**src/rtl/decoder_stage_controller.sv**
```systemverilog
// Global stage sequencer for the union-find decoder array.
// Optional iteration limit: define STAGE_CTRL_ITER_LIMIT_EN.
module decoder_stage_controller #(
    parameter int PU_COUNT      = 64,
    parameter int STAGE_WIDTH   = 3,
    parameter int SETTLE_CYCLES = 3,
    parameter int ITER_WIDTH    = 8,
    parameter int CYCLE_WIDTH   = 16,
    parameter int MAX_ITER      = 200
) (
    input  logic                   clk,
    input  logic                   reset,
    input  logic                   meas_valid,
    output logic                   meas_ready,
    input  logic [PU_COUNT-1:0]    busy,
    input  logic [PU_COUNT-1:0]    odd,
    output logic [STAGE_WIDTH-1:0] global_stage,
    output logic                   result_valid,
    input  logic                   result_ready,
    output logic [ITER_WIDTH-1:0]  iteration_count,
    output logic [CYCLE_WIDTH-1:0] cycle_count,
    output logic                   decode_error
);

    typedef enum logic [2:0] {
        S_IDLE     = 3'd0,
        S_PREP     = 3'd1,
        S_LOAD     = 3'd2,
        S_GROW     = 3'd3,
        S_MERGE    = 3'd4,
        S_PEEL     = 3'd5,
        S_RESULT   = 3'd6,
        S_ERASURE  = 3'd7
    } stage_e;

    localparam int CNT_W = $clog2(SETTLE_CYCLES + 1) + 1;

    stage_e r_state;
    stage_e w_next;

    logic [CNT_W-1:0]       r_stage_cnt;
    logic [ITER_WIDTH-1:0]  r_iter;
    logic [CYCLE_WIDTH-1:0] r_cycles;

    logic w_busy_any;
    logic w_odd_any;
    logic w_settled;
    logic w_at_limit;
    logic w_accept;
    logic w_set_err;
    logic w_ready;
    logic w_rvalid;

    assign w_busy_any = |busy;
    assign w_odd_any  = |odd;
    assign w_settled  = (r_stage_cnt >= CNT_W'(SETTLE_CYCLES));
    assign w_at_limit = (r_iter == ITER_WIDTH'(MAX_ITER));

    assign global_stage    = STAGE_WIDTH'(r_state);
    assign meas_ready      = w_ready;
    assign result_valid    = w_rvalid;
    assign iteration_count = r_iter;
    assign cycle_count     = r_cycles;

    // Stage register; synchronous reset aborts any round in flight.
    always_ff @(posedge clk) begin
        if (reset) begin
            r_state <= S_IDLE;
        end else begin
            r_state <= w_next;
        end
    end

    // Next-stage selection and handshake outputs.
    always_comb begin
        w_next    = r_state;
        w_ready   = 1'b0;
        w_rvalid  = 1'b0;
        w_accept  = 1'b0;
        w_set_err = 1'b0;
        unique case (r_state)
            S_IDLE: begin
                w_ready = 1'b1;
                if (meas_valid) begin
                    w_accept = 1'b1;
                    w_next   = S_PREP;
                end
            end
            S_PREP: w_next = S_LOAD;
            // Zero-syndrome rounds must skip growth entirely.
            S_LOAD: w_next = S_MERGE;
            S_GROW: w_next = S_MERGE;
            S_MERGE: begin
                if (w_settled && !w_busy_any) begin
                    if (w_odd_any) begin
`ifdef STAGE_CTRL_ITER_LIMIT_EN
                        if (w_at_limit) begin
                            w_next    = S_PEEL;
                            w_set_err = 1'b1;
                        end else begin
                            w_next = S_GROW;
                        end
`else
                        w_next = S_GROW;
`endif
                    end else begin
                        w_next = S_PEEL;
                    end
                end
            end
            S_PEEL: begin
                if (w_settled && !w_busy_any) begin
                    w_next = S_RESULT;
                end
            end
            S_RESULT: begin
                w_rvalid = 1'b1;
                if (result_ready) begin
                    w_next = S_IDLE;
                end
            end
            default: w_next = S_IDLE;
        endcase
    end

    // Settle counter: zero on every stage entry, saturating otherwise.
    always_ff @(posedge clk) begin
        if (reset) begin
            r_stage_cnt <= '0;
        end else if (w_next != r_state) begin
            r_stage_cnt <= '0;
        end else if (r_stage_cnt != {CNT_W{1'b1}}) begin
            r_stage_cnt <= r_stage_cnt + 1'b1;
        end
    end

    // Grow iterations: counted on GROW entry, saturating.
    always_ff @(posedge clk) begin
        if (reset || w_accept) begin
            r_iter <= '0;
        end else if (w_next == S_GROW && r_state != S_GROW
                     && r_iter != {ITER_WIDTH{1'b1}}) begin
            r_iter <= r_iter + 1'b1;
        end
    end

    // Decode latency: counts every active cycle, frozen in IDLE/RESULT.
    always_ff @(posedge clk) begin
        if (reset || w_accept) begin
            r_cycles <= '0;
        end else if (r_state != S_IDLE && r_state != S_RESULT
                     && r_cycles != {CYCLE_WIDTH{1'b1}}) begin
            r_cycles <= r_cycles + 1'b1;
        end
    end

`ifdef STAGE_CTRL_ITER_LIMIT_EN
    logic r_err;

    // Limit flag: sticky until the next accepted round.
    always_ff @(posedge clk) begin
        if (reset || w_accept) begin
            r_err <= 1'b0;
        end else if (w_set_err) begin
            r_err <= 1'b1;
        end
    end

    assign decode_error = r_err;
`else
    logic w_unused_limit;
    assign w_unused_limit = w_at_limit ^ w_set_err;
    assign decode_error   = 1'b0;
`endif

endmodule

```
**config.mk**
```make
export PLATFORM = sky130hd
export DESIGN_NAME = decoder_stage_controller
export DESIGN_NICKNAME = d
export VERILOG_FILES = /design/src/rtl/decoder_stage_controller.sv
export SDC_FILE = /design/constraint.sdc
export NUM_CORES = 1
export LEC_CHECK = 0
export BUFFER_PORTS_ARGS = -buffer_cell sky130_fd_sc_hd__buf_2
export CORE_ASPECT_RATIO = 2
export CORE_MARGIN = 2
export CORE_UTILIZATION = 35
export CTS_CLUSTER_DIAMETER = 30
export DETAILED_ROUTE_END_ITERATION = 10
export PLACE_DENSITY = 0.77
export SYNTH_ARGS = -nofsm -noshare
export SYNTH_HDL_FRONTEND = slang
export SYNTH_SLANG_ARGS = --single-unit
```
**constraint.sdc**
```tcl
create_clock -name clk -period 1.9 [get_ports clk]
set_input_delay 0.095 -clock clk [delete_from_list [all_inputs] [get_ports clk]]
set_output_delay 0.095 -clock clk [all_outputs]
set_load 0.02 [all_outputs]
```
==> run_results.csv, run 1 <==
group,metric,value,unit
outcome,run_status,"complete, no violations",
synthesis,syn_area_per_cell,7.81,um2
power_and_ir_drop,power.total,0.00145,W
critical_path,cp_slowest_cell,"or4_4",
timing,rsz0062_at_grt,"true",
floorplanning,dieArea,6210,um2
timing,fmax,529,MHz
synthesis,synth_nets,386,
job,drv_cap,0,
synthesis,synth.most_common_cell,"nor4_1",
critical_path,arrival,2.11,ns
critical_path,cp_num_buf_inv,0,
critical_path,path_max_fanout,6,
synthesis,synth_edf_count,0,
synthesis,ys_warn_count,0,
placed_design,post-place-ws,-0.136,ns
timing,finClkSkew,0.00540,ns
critical_path,path_class,"reg2reg",
clock_network,cts_root_buf,"clkbuf_8",
floorplanning,rows,38,
route,vias,2734,
clock_network,clock-sinks,30,
timing,finalHoldViolations,0,
critical_path,cpMostUsedCell,"ha_4",
synthesis,synth_top_area_share,30.9,%
grt,antenna_found_initial,0,
placed_design,dp_hpwl,6.10,mm
final_layout,utilization,59.2,%
clock_network,cts_buffer_depth,2,
synthesis,synth_cell_types,39,
synthesis,ys.flop_type,"dfxtp_1",
power_and_ir_drop,ir_drop,0.000414,V
critical_path,slowest_delay,0.45,ns
clock_network,holdBufCountCts,0,
route,wl,7.34,mm
grt,overflow,0,
synthesis,async_flop_share,0,%
timing,drv_slew,0,
critical_path,critPathRequiredTime,2.12,ns
route,wl_per_cell,14.7,um
final_layout,stdcell_count,500,
floorplanning,initial_utilization,36.2,%
timing,setup_violations,0,
clock_network,cts_tree,"yes",
route,ant_nets,0,
final_layout,n_antenna_cell,0,
placed_design,numPortBuffers,160,
placed_design,dpl.cell_count,485,
critical_path,path_delay_family,"simple AND/OR/NAND/NOR gates",
hold_path,hold_path_class,"in2reg",
timing,finalWorstSetupSlack,0.0104,ns
clock_network,h-tree-depth,2,
timing,holdWs,0.0590,ns
synthesis,synth_seq_area_share,30.9,%
floorplanning,io_pins,162,
timing,timing.final.crit_share,99.5,%
final_layout,layout.nets,577,
route,dr.pass1.iters,4,
synthesis,synth_top_area_cell,"dfxtp_1",
clock_network,insertion_delay,0.28,ns
timing,min_period,1.89,ns
route,vias_per_cell,5.47,
floorplanning,die_h,109,um
grt,grt_pass1_wl,11.1,mm
critical_path,worstSetupStartpointType,"flop",
critical_path,path_cells,"ha_4, ha_4, a211o_1, nand3_2, nor3_4, nand4b_4, or4_4, a21oi_2",
grt,grt_pass1_vias,2600,
synthesis,syn_area,1950,um2
grt,grt_start_max_net_pins,25,
placed_design,place.gp.congestion,0.765,
synthesis,synth-seq-cells,30,
critical_path,worstReg2RegStart,"r_stage_cnt[1]",
clock_network,clk_pin_slew,0.06,ns
synthesis,synthTopCellsByCount,"nor4_1, dfxtp_1, nor2_1, nand2_1, nand4_1",
power_and_ir_drop,power_density,454,nW/um2
floorplanning,dieWidth,56.7,um
synthesis,synth.top_cells.by_area,"dfxtp_1, nor4_1, nor2_1, nor4_2, xnor2_1",
critical_path,cp-end-kind,"flop",
power_and_ir_drop,cellLeakagePower,1.43,nW
clock_network,cts_buffers,5,
final_layout,drive_gt1_share,51.8,%
route,drc,0,
final_layout,area_delta_synth_final,63.5,%
route,drt_iter0_drc,79,
floorplanning,core-area,5370,um2
hold_path,min_from,"reset",
grt,grt_usage,22.8,%
synthesis,postSynthCellCount,249,
critical_path,cp-startpoint,"r_stage_cnt[1]",
worst paths after layout:
kind | slack [ns] | endpoint | cells after the start
max | 0.01 | iteration_count[4] | 8
min | 0.06 | global_stage[1] | 2
max reg2reg | 0.01 | iteration_count[4] | 8
min reg2reg | 0.50 | iteration_count[4] | 2
metrics by stage:
stage               TNS (ns)  cell area (um2)
finish                     0             3180
global route          -0.441             3180
CTS                        0             3070
global placement      -0.130             2960
floorplan                  0             1950
detailed placement    -0.454             2960
registers in the layout, summed over array words and instances, names as in the netlist:
register / count
iteration_count: 8
r_stage_cnt: 3
global_stage: 3
cycle_count: 16
where the power goes:
| group | internal [W] | switching, W |
|---|---|---|
| Clock | 0.000245 | 0.000234 |
| Sequential | 0.000641 | 0.0000122 |
| Combinational | 0.000162 | 0.000151 |
| Total | 0.00105 | 0.000397 |
per-layer routing:
metal  up-vias  wire length, um  part of all wire [%]  GRT usage, %
li1       1326                -                     -             -
met1      1253             2360                    32          22.2
met2       135             4150                    57          44.0
met3        20              557                   7.6          4.47
met4         0              272                   3.7          11.7
met5         -                0                     0             0
layout by cell type, fill, tap and decap left out, types with 2 or more instances in the layout:
| cell | count |
|---|---|
| or3_1 | 7 |
| inv_1 | 11 |
| nor4_2 | 8 |
| or4_4 | 2 |
| buf_4 | 30 |
| nor4_1 | 39 |
| clkinv_2 | 2 |
| nand2_1 | 16 |
| ha_4 | 2 |
| clkbuf_8 | 5 |
| a21oi_2 | 2 |
| dfxtp_2 | 3 |
| xnor2_1 | 11 |
| o21ai_0 | 6 |
| nor2_1 | 28 |
| buf_2 | 160 |
| nor3_1 | 9 |
| a21oi_1 | 11 |
| nand4_1 | 14 |
| nand3_2 | 2 |
| or4_1 | 2 |
| or2_2 | 2 |
| nand3_1 | 9 |
| dfxtp_1 | 27 |
| nor2_2 | 2 |
| and4_1 | 2 |
| xor2_1 | 2 |
| mux2i_1 | 3 |
| ha_1 | 3 |
what timing repair did:
item | CTS | global route
pin swaps | 2 | 15
setup endpoints to repair | 8 | 22
setup buffers | 2 | 6
cloned | 0 | 0
resized for setup | 3 | 16
cell families after synthesis:
family,Yosys count,share of synthesized area [%]
and+or+nand+nor,149,45.2
DFF,30,30.9
AOI/OAI and AO/OA,29,8.75
buffers and inverters,18,3.79
xor gates and xnor gates,13,5.85
adders and majority gates,5,3.22
muxes,4,2.12
other,1,0.193
area by class of cell:
type / count / area [um2]
timing repair buffer: 191 / 1040
multi-input combinational: 201 / 1350
clock buffer: 5 / 68.8
inverter: 11 / 41.3
clock inverter: 2 / 10.0
fill: 524 / 2190
tap: 60 / 75.1
sequential: 30 / 604
worst reg2reg max path, delay by kind of cell (launching register included):
kind	cells	cell delay (ns)
adder cells (fa/ha/maj)	2	0.26
flip-flops	1	0.36
AO/OA/AOI/OAI	2	0.24
AND/OR/NAND/NOR	4	0.96
No activity file was read; power rests on OpenSTA's default activity.
==> run 2: changes to the inputs <==
- clock period: 1.9 -> 1.7 ns (I/O delays scaled with it)
==> run 2 against run 1 <==
Net effect:
- the flow now finishes with violations (negative setup slack)
- maximum frequency grew 3.2%
- die area is the same
- critical path depth unchanged
- routed wire length grew 6.7%
- first-iteration DRC count rose by 15%
- clock-buffer cell count up 1
- clock skew is 0.0029 ns higher
- sequential share of layout area decreased by 0.93 points
- sequential power is 11% higher
==> run_results.csv, run 2 (synthesis results as in run 1) <==
group,metric,value,unit
route,vias_per_cell,5.36,
floorplanning,rows,38,
floorplanning,dieArea,6210,um2
critical_path,critPathRequiredTime,1.91,ns
clock_network,holdBufCountCts,0,
power_and_ir_drop,ir_drop,0.000501,V
placed_design,numPortBuffers,160,
route,wl,7.83,mm
critical_path,worstReg2RegStart,"r_stage_cnt[1]",
critical_path,cp-startpoint,"r_stage_cnt[1]",
critical_path,cpMostUsedCell,"ha_4",
critical_path,path_delay_family,"simple AND/OR/NAND/NOR gates",
timing,tns,-1.10,ns
critical_path,r2r_cells,8,
critical_path,crit_end,"iteration_count[4]",
job,drv_cap,0,
placed_design,post-place-ws,-0.225,ns
power_and_ir_drop,cellLeakagePower,1.58,nW
critical_path,cp_slowest_cell,"or4_1",
timing,finalHoldViolations,0,
floorplanning,initial_utilization,36.2,%
outcome,violations,"negative setup slack",
clock_network,cts_root_buf,"clkbuf_8",
critical_path,cp_num_buf_inv,0,
clock_network,insertion_delay,0.27,ns
grt,grt_usage,24.7,%
grt,overflow,0,
critical_path,path_max_fanout,8,
critical_path,worst_r2r_endpoint,"iteration_count[4]",
floorplanning,core-area,5370,um2
final_layout,layout_commonest_cell,"buf_2",
critical_path,path_cells,"ha_4, ha_4, a211o_1, nand3_2, nor3_4, nand4b_4, or4_1, a21oi_1",
timing,min_period,1.83,ns
timing,holdWs,0.0802,ns
critical_path,path_class,"reg2reg",
final_layout,largest_reg_flops,16,
timing,finalWorstSetupSlack,-0.131,ns
critical_path,worst-r2r-setup-slack,-0.13,ns
grt,grt_pass1_wl,12.2,mm
critical_path,slowest_delay,0.44,ns
critical_path,worstSetupStartpointType,"flop",
route,wl_per_cell,15.0,um
critical_path,path_depth,8,
final_layout,fillers,467,
final_layout,layout.nets,597,
timing,finClkSkew,0.00830,ns
final_layout,drive_gt1_share,60.7,%
route,drt_iter0_drc,91,
route,vias,2792,
grt,grt_start_max_net_pins,25,
final_layout,n_antenna_cell,0,
placed_design,place.gp.congestion,0.853,
final_layout,area_delta_synth_final,80.1,%
timing,setup_violations,17,
clock_network,cts_buffer_depth,2,
critical_path,cp-end-kind,"flop",
timing,drv_slew,0,
grt,antenna_found_initial,0,
clock_network,clk_pin_slew,0.06,ns
route,ant_nets,0,
floorplanning,dieWidth,56.7,um
floorplanning,io_pins,162,
power_and_ir_drop,power.total,0.00165,W
power_and_ir_drop,power_density,470,nW/um2
placed_design,dp_hpwl,6.52,mm
clock_network,cts_tree,"yes",
timing,fmax,546,MHz
clock_network,clock-sinks,30,
clock_network,h-tree-depth,2,
outcome,run_status,"complete, but fails checks",
route,drc,0,
grt,grt_pass1_vias,2873,
clock_network,cts_buffers,5,
final_layout,final_cell_mix,"buf_2, buf_4, nor4_1",
hold_path,hold_path_class,"in2reg",
timing,timing.final.crit_share,108,%
floorplanning,die_h,109,um
critical_path,arrival,2.04,ns
timing,rsz0062_at_grt,"true",
route,dr.pass1.iters,6,
[run 2: worst min-delay path by stage]
stage | end | start | depth (start not counted) | slack (ns)
finish | r_stage_cnt[0] | reset | 2 | 0.08
global route | r_stage_cnt[0] | reset | 2 | 0.08
CTS | global_stage[0] | reset | 2 | 0.06
detailed placement | global_stage[0] | reset | 2 | 0.35
global placement | global_stage[0] | reset | 2 | 0.35
floorplan | global_stage[0] | reset | 1 | 0.15
[run 2: cell type report]
class | instances | area, um2 | area share [%]
Multi-Input combinational cell | 201 | 1470 | 41.8
Clock buffer | 6 | 72.6 | 2.07
Inverter | 11 | 41.3 | 1.18
Tap cell | 60 | 75.1 | 2.14
Clock inverter | 2 | 8.76 | 0.250
Timing Repair Buffer | 211 | 1210 | 34.5
Sequential cell | 30 | 633 | 18.1
[run 2: worst reg2reg max path, delay by kind of cell, from the launching register on]
kind	cells	cell delay [ns]
simple gates	4	0.89
flops	1	0.36
compound gates	2	0.27
fa+ha+maj	2	0.25
[run 2: power breakdown]
group          internal (W)  switching [W]
registers          0.000711      0.0000119
clock network      0.000281       0.000250
logic              0.000206       0.000189
total               0.00120       0.000451
[run 2: through the flow]
step	instances	instance area, um2	utilization, %
final	521	3500	65.2
after global routing	521	3500	65.2
after CTS	518	3380	62.8
after detailed placement	507	3200	59.6
after global placement	507	3200	59.6
after floorplan	249	2020	-
[run 2: timing repair]
item | in CTS | in global routing
buffers inserted | 3 | 3
resized for setup | 13 | 25
pin swaps | 16 | 19
endpoints found under the setup margin | 24 | 25
[run 2: per-layer routing]
metal	GRT usage [%]	vias to the layer above	share of wire, %
li1	-	1371	-
met3	4.59	10	7.7
met5	0	-	0
met1	24.1	1297	35
met2	50.3	114	55
met4	7.48	0	1.4
==> run 3: changes to the inputs <==
- REMOVE_ABC_BUFFERS: not set -> 1
- SETUP_SLACK_MARGIN: not set -> 0.05
==> run 3 against run 2 <==
Net effect:
- the flow still finishes with violations (negative setup slack)
- sequential share of layout area is 1.3 points lower
- via count is 4.0% higher
- cell area is 5.1% higher
- total power is 3.8% higher
- sequential power is 1% higher
- maximum frequency is 1.1% lower
- register-to-register slack worse by 0.02 ns
- routed wire length is 3.3% higher
- worst hold slack better by 0.022 ns
- first-iteration DRC count is 20% higher
- combinational power is 5.3% higher
- critical path type unchanged
- critical endpoint is now cycle_count[6]
- largest power group unchanged
==> run_results.csv, run 3 (synthesis results as in run 1) <==
group,metric,value,unit
outcome,run_status,"complete, but fails checks",
outcome,violations,"negative setup slack",
clock_network,cts_buffers,5,
route,ant_nets,0,
placed_design,place_area,3220,um2
critical_path,cp_slowest_cell,"or4_4",
grt,grtUsageMet1,22.4,%
hold_path,hold_path_class,"in2reg",
final_layout,regArea,616,um2
floorplanning,initial_utilization,36.2,%
clock_network,cts_tree,"yes",
grt,grt_pass1_wl,12.1,mm
timing,finClkSkew,0.00600,ns
clock_network,clock-sinks,30,
final_layout,final_area,3680,um2
placed_design,place.gp.congestion,0.808,
critical_path,worstSetupStartpointType,"flop",
timing,timing.final.crit_share,109,%
critical_path,critPathRequiredTime,1.86,ns
hold_path,min_from,"reset",
route,wl,8.09,mm
timing,fmax,540,MHz
floorplanning,dieArea,6210,um2
route,drc,0,
grt,use_met3,3.88,%
power_and_ir_drop,power_density,465,nW/um2
critical_path,cp-end-kind,"flop",
timing,setup_violations,25,
placed_design,dpl.cell_count,518,
timing,finalWorstSetupSlack,-0.152,ns
clock_network,cts_root_buf,"clkbuf_8",
clock_network,clk_pin_slew,0.06,ns
critical_path,slowest_delay,0.54,ns
final_layout,layout_commonest_cell,"buf_2",
timing,holdWs,0.102,ns
route,dr.pass1.iters,4,
final_layout,utilization,68.5,%
final_layout,n_antenna_cell,0,
timing,rsz0062_at_grt,"true",
timing,drv_slew,0,
clock_network,holdBufCountCts,0,
route,drt_iter0_drc,109,
clock_network,cts_buffer_depth,2,
route,vias,2903,
final_layout,area_delta_synth_final,89.3,%
critical_path,worstReg2RegStart,"cycle_count[5]",
power_and_ir_drop,ir_drop,0.000480,V
final_layout,largest_reg_flops,16,
critical_path,cp-startpoint,"cycle_count[5]",
final_layout,layout.nets,612,
grt,grt_start_max_net_pins,14,
final_layout,fillers,427,
grt,busiest_layer,"met2",
floorplanning,die_h,109,um
critical_path,path_max_fanout,7,
timing,min_period,1.85,ns
clock_network,h-tree-depth,2,
placed_design,numPortBuffers,160,
critical_path,arrival,2.01,ns
job,drv_cap,0,
clock_network,insertion_delay,0.28,ns
route,vias_per_cell,5.44,
floorplanning,rows,38,
final_layout,stdcell_count,534,
critical_path,path_class,"reg2reg",
floorplanning,dieWidth,56.7,um
timing,slew_headroom,66.8,%
grt,grt_pass1_vias,2862,
timing,finalHoldViolations,0,
critical_path,path_cells,"nand4_1, buf_4, or4_4, nand3_4, nor2_2, xnor2_1, nor2_1",
final_layout,final_cell_mix,"buf_2, buf_4, nor4_1",
final_layout,drive_gt1_share,63.5,%
grt,met2_usage,49.8,%
grt,grt_usage,24.5,%
floorplanning,core-area,5370,um2
floorplanning,io_pins,162,
placed_design,dp_hpwl,6.23,mm
route,wl_per_cell,15.2,um
grt,overflow,0,
timing,tightest_slew,0.497,ns
power_and_ir_drop,cellLeakagePower,1.66,nW
grt,antenna_found_initial,0,
final_layout,multi_input_area,1540,um2
[run 3: changes by cell type in the layout (fill, tap and decap cells not counted), sizes merged]
cell,before,now
buf,211,225
clkinv,2,0
clkbuf,6,7
[run 3: final timing paths]
kind,to,slack [ns],depth (start not counted)
setup / recovery,cycle_count[6],-0.15,7
hold / removal,global_stage[1],0.10,2
hold reg to reg,iteration_count[7],0.54,2
setup reg to reg,cycle_count[6],-0.15,7
[run 3: final cells by class]
class                      count  share of cell area (%)
timing repair buffer         226                    36.2
multi-input combinational    201                    41.7
clock buffer                   6                    2.24
inverter                      11                    1.12
sequential                    30                    16.7
tap                           60                    2.04
[run 3: repair_timing]
item / in CTS / in global routing
gates resized for setup: 35 / 38
gates cloned: 1 / 0
pin swaps: 16 / 24
setup endpoints to repair: 28 / 29
setup buffers: 4 / 6
[run 3: critical path: cells and delay by family, from the launching register on]
kind	cells	cell delay, ns
flops	1	0.33
buf+inv	1	0.20
xor+xnor	1	0.18
simple gates	5	1.02
[run 3: metal layers]
metal,part of all wire (%),vias up
met5,0,-
met4,4.5,0
met3,6.3,26
met2,58,151
met1,31,1327
li1,-,1399
[run 3: through the flow]
stage	TNS, ns	setup slack (ns)	total power, W
3_5_place_dp	-3.56	-0.344	0.00112
5_1_grt	-4.32	-0.253	0.00178
4_1_cts	-1.53	-0.166	0.00171
6_report	-2.32	-0.152	0.00171
3_3_place_gp	-2.22	-0.289	0.00110
2_1_floorplan	-3.38	-0.196	0.000851
[run 3: where the power goes]
group	internal (W)	switching (W)	leakage, nW	total, W
clock network	0.000312	0.000253	0.0431	0.000565
logic	0.000221	0.000195	1.37	0.000416
registers	0.000717	0.0000134	0.248	0.000731
total	0.00125	0.000461	1.66	0.00171
